--- config.mk ---
export PLATFORM = sky130hd
export DESIGN_NAME = shift_ring_counter
export DESIGN_NICKNAME = d
export VERILOG_FILES = /design/src/rtl/shift_counter_pkg.sv /design/src/rtl/shift_counter_check.sv /design/src/rtl/shift_ring_counter.sv
export SDC_FILE = /design/constraint.sdc
export NUM_CORES = 1
export LEC_CHECK = 0
export ABC_CLOCK_PERIOD_IN_PS = 7700
export CAP_MARGIN = 40
export CORE_AREA = 2 2 48 50
export DETAILED_ROUTE_END_ITERATION = 16
export DIE_AREA = 0 0 50 52
export SYNTH_ARGS = -nofsm -noshare
export SYNTH_HDL_FRONTEND = slang
export SYNTH_HIERARCHICAL = 1
export SYNTH_SLANG_ARGS = --single-unit
--- constraint.sdc ---
create_clock -name clk -period 7.7 [get_ports clk]
set_clock_uncertainty 0.05 [all_clocks]
set_input_delay 2.31 -clock clk [delete_from_list [all_inputs] [get_ports clk]]
set_output_delay 2.31 -clock clk [all_outputs]
set_load 0.1 [all_outputs]
--- src/rtl/shift_counter_pkg.sv ---
// Shared constants, step-action encoding and start-state helper for the
// shift/ring/Johnson counter family.
package shift_counter_pkg;

   localparam logic MODE_RING    = 1'b0;
   localparam logic MODE_JOHNSON = 1'b1;

   localparam logic DIR_LEFT  = 1'b0;
   localparam logic DIR_RIGHT = 1'b1;

   localparam int MAX_WIDTH = 64;

   typedef enum logic [2:0] {
      ACT_RESET   = 3'd0,
      ACT_MODE    = 3'd1,
      ACT_LOAD    = 3'd2,
      ACT_CORRECT = 3'd3,
      ACT_STEP    = 3'd4,
      ACT_HOLD    = 3'd5
   } step_action_e;

   // Ring starts with only the MSB set; Johnson starts from all zeros.
   // Callers truncate the result to their own width.
   function automatic logic [MAX_WIDTH-1:0] start_state(input int width, input logic mode);
      logic [MAX_WIDTH-1:0] s;
      s = '0;
      if (mode == MODE_RING) begin
         s[width-1] = 1'b1;
      end
      return s;
   endfunction

endpackage

--- src/rtl/shift_counter_check.sv ---
// Combinational legality checker: one-hot for ring mode, thermometer code
// (either orientation, including all-0/all-1) for Johnson mode.
module shift_counter_check
   import shift_counter_pkg::*;
#(
   parameter int WIDTH = 4
) (
   input  logic [WIDTH-1:0] q,
   input  logic             mode,
   output logic             illegal
);

   logic [WIDTH-1:0] inv;
   logic             low_ones;
   logic             high_ones;

   // x & (x+1) is zero exactly when x is a run of ones anchored at bit 0.
   always_comb begin
      inv       = ~q;
      low_ones  = ((q & (q + WIDTH'(1))) == '0);
      high_ones = ((inv & (inv + WIDTH'(1))) == '0);
      if (mode == MODE_JOHNSON) begin
         illegal = !(low_ones || high_ones);
      end else begin
         illegal = !$onehot(q);
      end
   end

endmodule

--- src/rtl/shift_ring_counter.sv ---
// Parametrised ring / Johnson counter with direction control, seed load,
// wrap pulse, illegal-state flag and optional self-correction.
module shift_ring_counter
   import shift_counter_pkg::*;
#(
   parameter int WIDTH        = 4,
   parameter bit AUTO_CORRECT = 1'b1
) (
   input  logic             clk,
   input  logic             rst,
   input  logic             en,
   input  logic             mode,
   input  logic             dir,
   input  logic             load,
   input  logic [WIDTH-1:0] load_val,
   output logic [WIDTH-1:0] q,
   output logic             wrap,
   output logic             illegal
);

   localparam logic [WIDTH-1:0] START_RING    = WIDTH'(start_state(WIDTH, MODE_RING));
   localparam logic [WIDTH-1:0] START_JOHNSON = WIDTH'(start_state(WIDTH, MODE_JOHNSON));

   logic             mode_q;
   logic             shifted_out;
   logic             fb;
   logic [WIDTH-1:0] shifted;
   logic [WIDTH-1:0] start_new;
   logic [WIDTH-1:0] start_cur;
   step_action_e     action;

   shift_counter_check #(
      .WIDTH (WIDTH)
   ) u_check (
      .q       (q),
      .mode    (mode_q),
      .illegal (illegal)
   );

   always_comb begin
      shifted_out = (dir == DIR_LEFT) ? q[WIDTH-1] : q[0];
      fb          = (mode_q == MODE_JOHNSON) ? ~shifted_out : shifted_out;
      if (dir == DIR_LEFT) begin
         shifted = {q[WIDTH-2:0], fb};
      end else begin
         shifted = {fb, q[WIDTH-1:1]};
      end

      // start_new follows the incoming mode (reset / mode change);
      // start_cur follows the registered mode (correction / wrap compare).
      start_new = (mode == MODE_JOHNSON)   ? START_JOHNSON : START_RING;
      start_cur = (mode_q == MODE_JOHNSON) ? START_JOHNSON : START_RING;

      if (rst) begin
         action = ACT_RESET;
      end else if (mode != mode_q) begin
         action = ACT_MODE;
      end else if (load) begin
         action = ACT_LOAD;
      end else if (en && illegal && AUTO_CORRECT) begin
         action = ACT_CORRECT;
      end else if (en) begin
         action = ACT_STEP;
      end else begin
         action = ACT_HOLD;
      end
   end

   always_ff @(posedge clk) begin
      case (action)
         ACT_RESET, ACT_MODE: begin
            q      <= start_new;
            mode_q <= mode;
            wrap   <= 1'b0;
         end
         ACT_LOAD: begin
            q    <= load_val;
            wrap <= 1'b0;
         end
         ACT_CORRECT: begin
            q    <= start_cur;
            wrap <= 1'b0;
         end
         ACT_STEP: begin
            q    <= shifted;
            wrap <= (shifted == start_cur);
         end
         default: begin
            wrap <= 1'b0;
         end
      endcase
   end

endmodule

# ---- Word level (Yosys, flattened, before mapping)
# Index checks and enable logic that the tools add are counted.
dict set report classes {
  add_sub_neg 5
  n_eq_ne 7
  mux 12
  bitwise_logic 4
  reduce_logical 9
}
# op n
set ops {}
lappend ops {{$pmux 4 s4} 1}
lappend ops {{$mux 3} 4}
lappend ops {{$mux 4} 3}
lappend ops {{$add 4x1->4 const B} 2}
lappend ops {{$and 4x4->4} 2}
lappend ops {{$logic_not 4->1} 2}
lappend ops {{$eq 3x1->1 const B} 2}
lappend ops {{$eq 3x2->1 const B} 2}
lappend ops {{$add 1x1->2} 2}
lappend ops {{$eq 4x4->1} 1}
lappend ops {{$mux 1} 4}
lappend ops {{$not 4->4} 1}
lappend ops {{$reduce_bool 4->1} 1}
lappend ops {{$add 3x3->3} 1}
lappend ops {{$eq 3x3->1 const B} 1}
lappend ops {{$logic_not 3->1} 1}
lappend ops {{$logic_not 1->1} 2}
lappend ops {{$reduce_or 2->1} 1}
lappend ops {{$logic_and 1x1->1} 1}
lappend ops {{$logic_or 1x1->1} 1}
lappend ops {{$ne 1x1->1} 1}
lappend ops {{$not 1->1} 1}
dict set report word_totals {
  register_bits 6
  input_bits 10
  word_cells 40
}

# ---- Logic depth before layout (Yosys ltp)
# Gate-level depths: netlist of the first run.
dict set report depth {
  word_depth 15
  ltp_mapped 11
  depth_no_buf 11
}

# ---- Hierarchy
# The synthesis of the first run kept the hierarchy.
# mod instances cells_per_inst area_per_inst_um2 seq_area_each_um2
set modules_own_cells {}
lappend modules_own_cells {shift_ring_counter 1 37 409.1 170.2}
lappend modules_own_cells {shift_counter_check 1 22 193.9 0.0}

# ---- Worst setup path before layout of the first run
# OpenSTA, ideal clock, no wires.
dict set report synth_path {
  path_kind {register to output}
  start {reg q[0]}
  end {out illegal}
  t_arrival_ns 3.859
  t_required_ns 5.340
  setup_slack_ns 1.481
  stages_incl_launch_ff 9
  path_buffers 0
  path_cell_list {edfxtp_1 > inv_1 > fa_1 > inv_1 > ha_1 > ha_1 > nor4b_1 > a31o_1 > a211oi_2}
}
dict set report synth_between {
  elab_chain_len 7
  word_cells_on_any_way 14
  classes_between {add/sub: 4; eq/ne: 1; mux: 1; bitwise: 3; reduce/logical: 5}
}
# element line_no
set synth_rtl {}
lappend synth_rtl {{start, declared} shift_ring_counter.sv:16} ;# output logic [WIDTH-1:0] q,
lappend synth_rtl {{start signal, assigned} shift_ring_counter.sv:72} ;# q <= start_new;
lappend synth_rtl {{start signal, assigned} shift_ring_counter.sv:77} ;# q <= load_val;
lappend synth_rtl {{start signal, assigned} shift_ring_counter.sv:81} ;# q <= start_cur;
lappend synth_rtl {{$not 4->4} shift_counter_check.sv:19} ;# inv = ~q;
lappend synth_rtl {{$add 4x1->4} shift_counter_check.sv:21} ;# high_ones = ((inv & (inv + WIDTH'(1))) == '0);
lappend synth_rtl {{$and 4x4->4} shift_counter_check.sv:21}
lappend synth_rtl {{$logic_not 4->1} shift_counter_check.sv:21}
lappend synth_rtl {{$logic_or 1x1->1} shift_counter_check.sv:23} ;# illegal = !(low_ones || high_ones);
lappend synth_rtl {{$logic_not 1->1} shift_counter_check.sv:23}
lappend synth_rtl {{$mux 1 *} shift_counter_check.sv:22} ;# if (mode == MODE_JOHNSON) begin
lappend synth_rtl {{end, declared} shift_ring_counter.sv:18} ;# output logic illegal
# Every way passes the cells marked *; elsewhere a longest branch is shown, timed or not.

# ---- Final worst setup path of the first run
# Ends and elaborated chain as after synthesis.

==> results of run 1 <==
## flip-flops by register name, summed over array words and instances (netlist names)
| name | count |
|---|---|
| q | 4 |
| mode_q | 1 |
| wrap | 1 |
## cell families (layout without fill, tap and decap cells)
group	Yosys count	in the layout	synth area share
DFF	6	6	0.282
and+or+nand+nor	20	20	0.237
AOI/OAI and AO/OA	12	12	0.174
buffers and inverters	9	32	0.0685
adders and majority gates	7	7	0.158
muxes	2	2	0.0373
xor gates and xnor gates	3	3	0.0436
## where the power goes
group | switching [mW] | total, mW | internal, mW
Combinational | 0.0459 | 0.0796 | 0.0336
Clock | 0.0116 | 0.0312 | 0.0196
Sequential | 0.00588 | 0.0442 | 0.0383
## synthesized netlist by cell type
master,n
a211o_1,1
a211oi_2,1
a21oi_1,1
a22o_1,1
a311oi_1,1
a31o_1,1
a32o_2,3
and2b_1,1
and3b_1,1
buf_6,1
clkbuf_1,1
dfxtp_1,1
edfxtp_1,5
fa_1,1
ha_1,6
inv_1,7
mux2_2,2
nand2_1,3
nand4_1,1
nand4b_1,1
nor2_1,5
nor2b_2,1
nor3_4,1
nor4b_1,2
nor4bb_1,2
o21ai_0,2
o41ai_1,1
or2b_1,1
or3b_4,1
xnor2_1,2
xor2_1,1
## cell type report
cell class	instances	area, um^2	area share
Inverter	7	26.3	0.0295
Tap cell	28	35.0	0.0394
Sequential cell	6	170	0.191
Clock buffer	4	26.3	0.0295
Timing Repair Buffer	21	240	0.270
Multi-Input combinational cell	44	392	0.440
## per-stage QoR
step | power [mW] | hold WS (ps) | area (um^2)
floorplan | 0.0956 | 754 | 603
global placement | 0.112 | 574 | 773
detailed placement | 0.125 | 579 | 863
CTS | 0.158 | 585 | 890
global route | 0.163 | 636 | 890
finish | 0.155 | 577 | 890
## how the worst max path moves through the flow
stage,startpoint,to,slack [ps],cells past startpoint
3_5_place_dp,q[0],illegal,2370,10
6_report,q[0],illegal,2130,10
2_1_floorplan,q[0],illegal,1480,8
4_1_cts,q[0],illegal,2110,10
5_1_grt,q[0],illegal,1970,10
3_3_place_gp,q[0],illegal,2020,9
## per-layer routing
metal | wire length, um | vias up
li1 | - | 264
met5 | 0 | -
met2 | 645 | 12
met1 | 555 | 237
met4 | 0 | 0
met3 | 48 | 0
==> metrics.yaml, run 1 <==
run_status:
  status: "completed"
clock_network:
  clock_sinks: 6
  clockBufferDepth: 2
  root_buffer: "clkbuf_4"
  holdBufCountCts: 0
  cts-resized-gates: 0
  clk_pin_slew_ps: 40
  cts.htree.levels: 1
  cts_tree: "built"
  clk_latency_ps: 240
  numCtsBuffers: 3
  post-cts-setup-buffers: 0
setup_path:
  critPathCaptureType: "primary output"
  critPathMaxFanout: 10
  worstRegToRegCells: 11
  path_buf_inv: 4
  worstSetupPathType: "flop to primary output"
  ff2ff_setup_slack_ps: 4320
  arrival_ps: 3210
  cp-start-kind: "flop"
  cpLargestDelayFamily: "adder cells"
  timing.rr.end: "q[3]"
  cp.required_ps: 5340
  crit_chain: "inv_1, fa_1, inv_1, ha_1, ha_1, nor4b_1, a31o_1, a211oi_2, clkdlybuf4s50_1, buf_8"
  crit_path_max_incr_delay_ps: 570
  r2r-start: "q[0]"
  crit_slowest_cell: "clkdlybuf4s50_1"
synthesis:
  yosys.area.top_type: "edfxtp_1"
  yosysSeqAreaShare: 0.282
  synth_area_um2: 603
  synth_cell_type_count: 31
  synth_area_per_cell_um2: 10.2
  syn_nets: 76
  synth-seq-cells: 6
  syn_inst: 59
  synth_area_leaders: "edfxtp_1 25%, ha_1 12%, a32o_2 5.6%, inv_1 4.4%, mux2_2 3.7%"
  synth_top_area_share: 0.249
  yosysWarnings: 6
grt:
  met1_usage: 0.121
  top_usage_layer: "met2"
  grt_pass1_wl_um: 2040
  antenna_found_initial: 0
  grt_util_met2: 0.186
  grtUsageMet3: 0.0172
  track_usage: 0.103
  grt_pass1_vias: 514
  grt-ovfl-total: 0
  grt_max_degree: 12
sta:
  finalMaxSlewViolations: 0
  setup_slack_ps: 2130
  period_minus_slack_ps: 5570
  maxSlewHeadroom: 0.762
  setup_viol: 0
  hold_viol: 0
  rsz0062_at_grt: "false"
  setup_tns_ps: 0
  worstMarginPinSlew_ps: 357
  max_freq_ghz: 0.180
  final.period_utilization: 0.723
route:
  avgViaCountPerCell: 4.66
  ant_nets: 0
  drt_iter0_markers: 3
  remaining_drc_errors: 0
  drt_wl_total_um: 1250
  dr.pass1.iters: 4
  drt-wirelength-per-cell_um: 11.4
  vias: 513
placement:
  pre_cts_slack_ps: 2370
  place_inst: 106
  gp_congestion: 0.708
  dp_hpwl_um: 1030
  port_buffers: 15
power:
  ir_drop_mv: 0.0732
  leakagePower_nw: 0.380
  power_density_nw_per_um2: 174
min_path:
  hold_depth: 1
  worstHoldStart: "q[1]"
  worstHoldEndpoint: "wrap"
  hold_class: "flop to flop"
cells_and_area:
  diodes: 0
  syn2layout_area_growth_pct: 47.5
  instances_no_fill: 110
  n_fill_cell: 213
  fin_nets: 100
  drive_gt1_frac: 0.220
  final_util: 0.422
  final_cell_mix: "15 x clkdlybuf4s50_1, 7 x inv_1, 6 x ha_1, 6 x buf_8"
  final_common_cell: "clkdlybuf4s50_1"
job:
  cap_violations: 0
floorplanning:
  initial_utilization: 0.286
  die_area_um2: 2600
  fp.dieH_um: 52
  num_rows: 17
  ios: 16
  die_x_um: 50
  core_area_um2: 2110
Power figures use the tool's default switching activity.
==> run 2, diff against run 1 <==
--- a/config.mk
+++ b/config.mk
@@ -5,7 +5,7 @@
 export SDC_FILE = /design/constraint.sdc
 export NUM_CORES = 1
 export LEC_CHECK = 0
-export ABC_CLOCK_PERIOD_IN_PS = 7700
+export ABC_CLOCK_PERIOD_IN_PS = 5200
 export CAP_MARGIN = 40
 export CORE_AREA = 2 2 48 50
 export DETAILED_ROUTE_END_ITERATION = 16
==> constraint.sdc (replaced) <==
create_clock -name clk -period 5.2 [get_ports clk]
set_clock_uncertainty 0.05 [all_clocks]
set_input_delay 1.56 -clock clk [delete_from_list [all_inputs] [get_ports clk]]
set_output_delay 1.56 -clock clk [all_outputs]
set_load 0.1 [all_outputs]
==> run 2 against run 1 <==
Final cell count down 0.91%. First-iteration DRC count rose to 2.7 times the previous value. Setup slack worse by 1300 ps. Die area unchanged. Design area down 1.1%. Sequential power up 48%. Global-route usage down 0.60 points. Worst hold slack better by 18 ps. Sequential share of layout area up 0.22 points. Critical path type unchanged. Largest power group unchanged.
==> metrics.yaml, run 2 (synthesis results as in run 1) <==
run_status:
  status: "completed"
cells_and_area:
  seq_area_um2: 170  # unchanged
  final_cell_mix: "14 x clkdlybuf4s50_1, 7 x inv_1, 6 x ha_1"
  top_regs: "q x4, mode_q x1, wrap x1"
  syn2layout_area_growth_pct: 45.9
  drive_gt1_frac: 0.222  # +0.00271
  instances_no_fill: 109  # -0.91%
  multiInputGateArea_um2: 399  # +1.9%
  diodes: 0  # unchanged
  fin_area_um2: 880  # -1.1%
  largest_reg_flops: 4  # unchanged
  fin_nets: 99  # -1.0%
  final_common_cell: "clkdlybuf4s50_1"
  regMostFlops: "q"
  n_fill_cell: 210  # -1.4%
setup_path:
  timing.rr.end: "q[3]"
  worstRegToRegCells: 11  # unchanged
  arrival_ps: 2750  # -460 ps
  worstSetupPathType: "flop to primary output"
  crit_start: "q[0]"
  cp.required_ps: 3590  # -1750 ps
  critPathCaptureType: "primary output"
  ff2ff_setup_slack_ps: 1770  # -2550 ps
  cp-start-kind: "flop"
  r2r-start: "q[0]"
  critPathMaxFanout: 10  # unchanged
clock_network:
  clk_pin_slew_ps: 50  # about the same
  cts_tree: "built"
  clock_sinks: 6  # unchanged
  holdBufCountCts: 0  # unchanged
  root_buffer: "clkbuf_4"
  clockBufferDepth: 2  # unchanged
  numCtsBuffers: 3  # unchanged
  clk_latency_ps: 240  # about the same
  cts-resized-gates: 0  # unchanged
  cts.htree.levels: 1  # unchanged
  post-cts-setup-buffers: 0  # unchanged
grt:
  grt_pass1_vias: 489  # -4.9%
  antenna_found_initial: 0  # unchanged
  grt_max_degree: 12  # unchanged
  grt-ovfl-total: 0  # unchanged
  grt_pass1_wl_um: 1940  # -5.1%
  track_usage: 0.0973  # -0.00603
placement:
  dp_hpwl_um: 937  # -8.8%
  gp_congestion: 0.723  # +2.0%
  place_inst: 105  # -0.94%
  port_buffers: 15  # unchanged
  pre_cts_slack_ps: 1080  # -1280 ps
  place_area_um2: 853  # -1.2%
min_path:
  worstHoldStart: "q[1]"
  hold_class: "flop to flop"
  hold_depth: 1  # unchanged
  worstHoldEndpoint: "wrap"
sta:
  setup_tns_ps: 0  # unchanged
  max_freq_ghz: 0.230
  setup_viol: 0  # unchanged
  period_minus_slack_ps: 4360
  worstMarginPinSlew_ps: 541  # +184 ps
  maxSlewHeadroom: 0.634  # -0.128
  setup_slack_ps: 844  # -1290 ps
  rsz0062_at_grt: "false"
  final.period_utilization: 0.838
  hold_viol: 0  # unchanged
  whs_ps: 595  # +17.7 ps
  finalMaxSlewViolations: 0  # unchanged
floorplanning:
  num_rows: 17  # unchanged
  ios: 16  # unchanged
  initial_utilization: 0.286  # unchanged
  fp.dieH_um: 52  # unchanged
  die_x_um: 50  # unchanged
  core_area_um2: 2110  # unchanged
  die_area_um2: 2600  # unchanged
power:
  power_density_nw_per_um2: 254  # +46%
  ir_drop_mv: 0.117  # +60%
  leakagePower_nw: 0.375  # -1.4%
route:
  vias: 537  # +4.7%
  remaining_drc_errors: 0  # unchanged
  drt_wl_total_um: 1200  # -4.1%
  drt_iter0_markers: 8  # +5
  ant_nets: 0  # unchanged
  drt-wirelength-per-cell_um: 11.0  # -3.2%
  avgViaCountPerCell: 4.93  # +5.6%
  dr.pass1.iters: 4  # unchanged
job:
  cap_violations: 0  # unchanged
-- run 2: metrics by stage --
step                      power [mW]  utilization
after floorplan                0.145            -
after global placement         0.168        0.370
after detailed placement       0.178        0.405
after CTS                      0.225        0.418
after global routing           0.234        0.418
final                          0.223        0.418
-- run 2: layout make-up --
cell class / instances / area share
Timing Repair Buffer: 20 / 0.253
Multi-Input combinational cell: 44 / 0.454
Clock buffer: 4 / 0.0299
Inverter: 7 / 0.0299
Sequential cell: 6 / 0.193
Tap cell: 28 / 0.0398
-- run 2: worst max-delay path: stages, from the launching register on --
cell and delay, ps:
edfxtp_1 540, inv_1 170, fa_1 550, inv_1 40, ha_1 170, ha_1 260, nor4b_1 280, a31o_1 180
a211oi_4 40, buf_4 260
-- run 2: layer usage --
metal	GRT usage	share of wire	vias to the layer above
met5	0	0	-
met4	0.0417	0	0
met3	0.0172	0.043	0
met2	0.169	0.50	15
met1	0.117	0.46	261
li1	-	-	261
-- run 2: worst max path at each step --
stage / endpoint / slack (ps) / depth (start not counted)
final: illegal / 840 / 9
after global routing: illegal / 650 / 9
after CTS: illegal / 820 / 9
after detailed placement: illegal / 1080 / 9
after global placement: illegal / 1080 / 9
after floorplan: illegal / 140 / 8
-- run 2: report_power, final --
group          total (mW)  internal, mW  switching [mW]
logic               0.111        0.0437          0.0672
registers          0.0656        0.0567         0.00887
clock network      0.0467        0.0291          0.0176
total               0.223         0.130          0.0937
==> RTL edit, RTL diff (settings of run 2) <==
`WIDTH` is set to 4 in 2 places; all go to 6.
--- a/src/rtl/shift_counter_check.sv
+++ b/src/rtl/shift_counter_check.sv
@@ -3,7 +3,7 @@
 module shift_counter_check
    import shift_counter_pkg::*;
 #(
-   parameter int WIDTH = 4
+   parameter int WIDTH = 6
 ) (
    input  logic [WIDTH-1:0] q,
    input  logic             mode,
--- a/src/rtl/shift_ring_counter.sv
+++ b/src/rtl/shift_ring_counter.sv
@@ -3,7 +3,7 @@
 module shift_ring_counter
    import shift_counter_pkg::*;
 #(
-   parameter int WIDTH        = 4,
+   parameter int WIDTH        = 6,
    parameter bit AUTO_CORRECT = 1'b1
 ) (
    input  logic             clk,
Interface: changed (resized load_val and q); port bits go from 16 to 20. The function was not compared with the original's and may differ.
==> RTL edit against run 2 <==
Design area increased by 30%; die area unchanged; power increased by 35%; area after synthesis increased by 26%; wire length increased by 33%; sequential cell count increased by 2; combinational power increased by 44%; worst setup slack got worse by 0.50 ns; highest routed layer unchanged.
==> RTL edit: results (changes against run 2) <==
TIMING.CRITICAL_PATH.SLOWEST_STAGE_CELL='sky130_fd_sc_hd__edfxtp_1'
GRT.TOTAL_USAGE_PCT=14.44  # +4.7 points
SYN_NETS=93  # +22%
REGTOREGENDPOINT='q[5]'
POWER_LEAKAGE_uW=0.0004560  # +21%
GRT_FIRST_PASS_WIRELENGTH_UM=2794  # +44%
R2R_SETUP_SLACK_NS=1.46  # -0.31 ns
GRT_START_MAX_NET_PINS=11  # -1
HPWL_UM=1271  # +36%
SYNTH.LIB_CELLS_USED.DISTINCT=32  # +3.2%
SEQUENTIAL_FRACTION_OF_THE_SYNTHESIS_AREA_PCT=30.21  # +2.0 points
POWER.IR.VDD_WORST_V=0.0002007  # +71%
MIN-DELAY-PATH-CLASS='reg2reg'
SYNTH_COMMON_CELLS='sky130_fd_sc_hd__inv_1, sky130_fd_sc_hd__edfxtp_1, sky130_fd_sc_hd__o2bb2ai_1, sky130_fd_sc_hd__ha_1, sky130_fd_sc_hd__mux2i_1'
CTSLONGESTPATHBUFFERS=2  # unchanged
HOLD_PATH_CELL_CNT=3  # +2
ROUTE.FINAL.WIRE_LENGTH_UM=1591  # +33%
FIRST_GLOBAL_VIAS=622  # +27%
DRIVE_ABOVE_1_SHARE_PCT=19.80  # -2.4 points
STATUS='finished clean'
SYNTH_EDF_COUNT=7  # +2
FINAL_NETS=122  # +23%
DETAIL_ROUTE.ITER0.VIOLATIONS=5  # -3
LAYOUT.FILLER_CELLS=189  # -10%
LARGEST_REGISTERS='q (6), mode_q (1), wrap (1)'
WORST_SLEW_PIN_TRAN_NS=0.4686  # -0.07239 ns
IO_BUFFER_COUNT=19  # +4
==> RTL edit: cell count changes in the layout (fill, tap and decap cells not counted), moves of 3 or more <==
cell                              before  now
sky130_fd_sc_hd__o2bb2ai_1             0    6
sky130_fd_sc_hd__mux2i_1               0    5
sky130_fd_sc_hd__clkdlybuf4s50_1      14   18
sky130_fd_sc_hd__a32o_2                3    0
==> RTL edit: routing by layer <==
metal  up-vias  wire (um)  GRT usage, %
met5         -          0             0
met3         0         80         6.034
met4         0          0         2.778
met1       284        706         16.64
met2        18        804         25.00
li1        318          -             -
==> RTL edit: final cells by class <==
class / instances / area (um2) / share of cell area (%)
timing repair buffer: 26 / 317.8 / 27.82
multi-input combinational: 53 / 495.5 / 43.37
sequential: 8 / 230.2 / 20.15
clock buffer: 4 / 26.28 / 2.300
tap: 28 / 35.03 / 3.067
inverter: 10 / 37.54 / 3.286
==> RTL edit: power by group through the flow <==
stage | sequential (uW) | combinational [uW] | clock, uW
after floorplan | 116 | 80.2 | 0
after global placement | 90.3 | 146 | 0
after detailed placement | 90.5 | 160 | 0
after CTS | 89.2 | 162 | 54.5
after global routing | 90.6 | 170 | 60.0
final | 88.8 | 160 | 52.1
==> RTL edit: how the worst max path moves through the flow <==
| stage | startpoint | endpoint | slack [ns] | cells past startpoint |
|---|---|---|---|---|
| after floorplan | q[1] | illegal | 0.01 | 8 |
| after global placement | q[1] | illegal | 0.65 | 9 |
| after detailed placement | q[0] | illegal | 0.61 | 9 |
| after CTS | q[0] | illegal | 0.30 | 9 |
| after global routing | q[0] | illegal | 0.18 | 9 |
| final | q[0] | illegal | 0.34 | 9 |
==> RTL edit: cell families (layout without fill, tap and decap cells) <==
logic type / after synthesis / count (layout) / share of synthesized area, %
AOI/OAI and AO/OA: 14 / 14 / 16.09
xor gates and xnor gates: 5 / 5 / 6.734
adders and majority gates: 8 / 8 / 16.09
buffers and inverters: 12 / 40 / 7.061
DFF: 8 / 8 / 30.21
muxes: 5 / 5 / 6.568
and+or+nand+nor: 21 / 21 / 17.24
==> RTL edit: critical path, delay by kind of cell (launching register included) <==
family                     cells  cell delay (ns)
and+or+nand+nor                1             0.39
DFF                            1             0.56
adders and majority gates      4             1.63
buffers and inverters          3             0.34
AOI/OAI and AO/OA              1             0.08
==> RTL edit: stage by stage <==
step	total power (uW)	cells	instance area [um2]	setup slack [ns]	hold WS (ns)
after detailed placement	250.9	125	1116	0.6083	0.7303
after global placement	236.1	118	998.5	0.6524	0.7232
after floorplan	195.9	73	779.5	0.01214	0.7517
after CTS	305.6	129	1142	0.3046	0.7579
after global routing	320.4	129	1142	0.1807	0.8211
final	300.6	129	1142	0.3441	0.7513
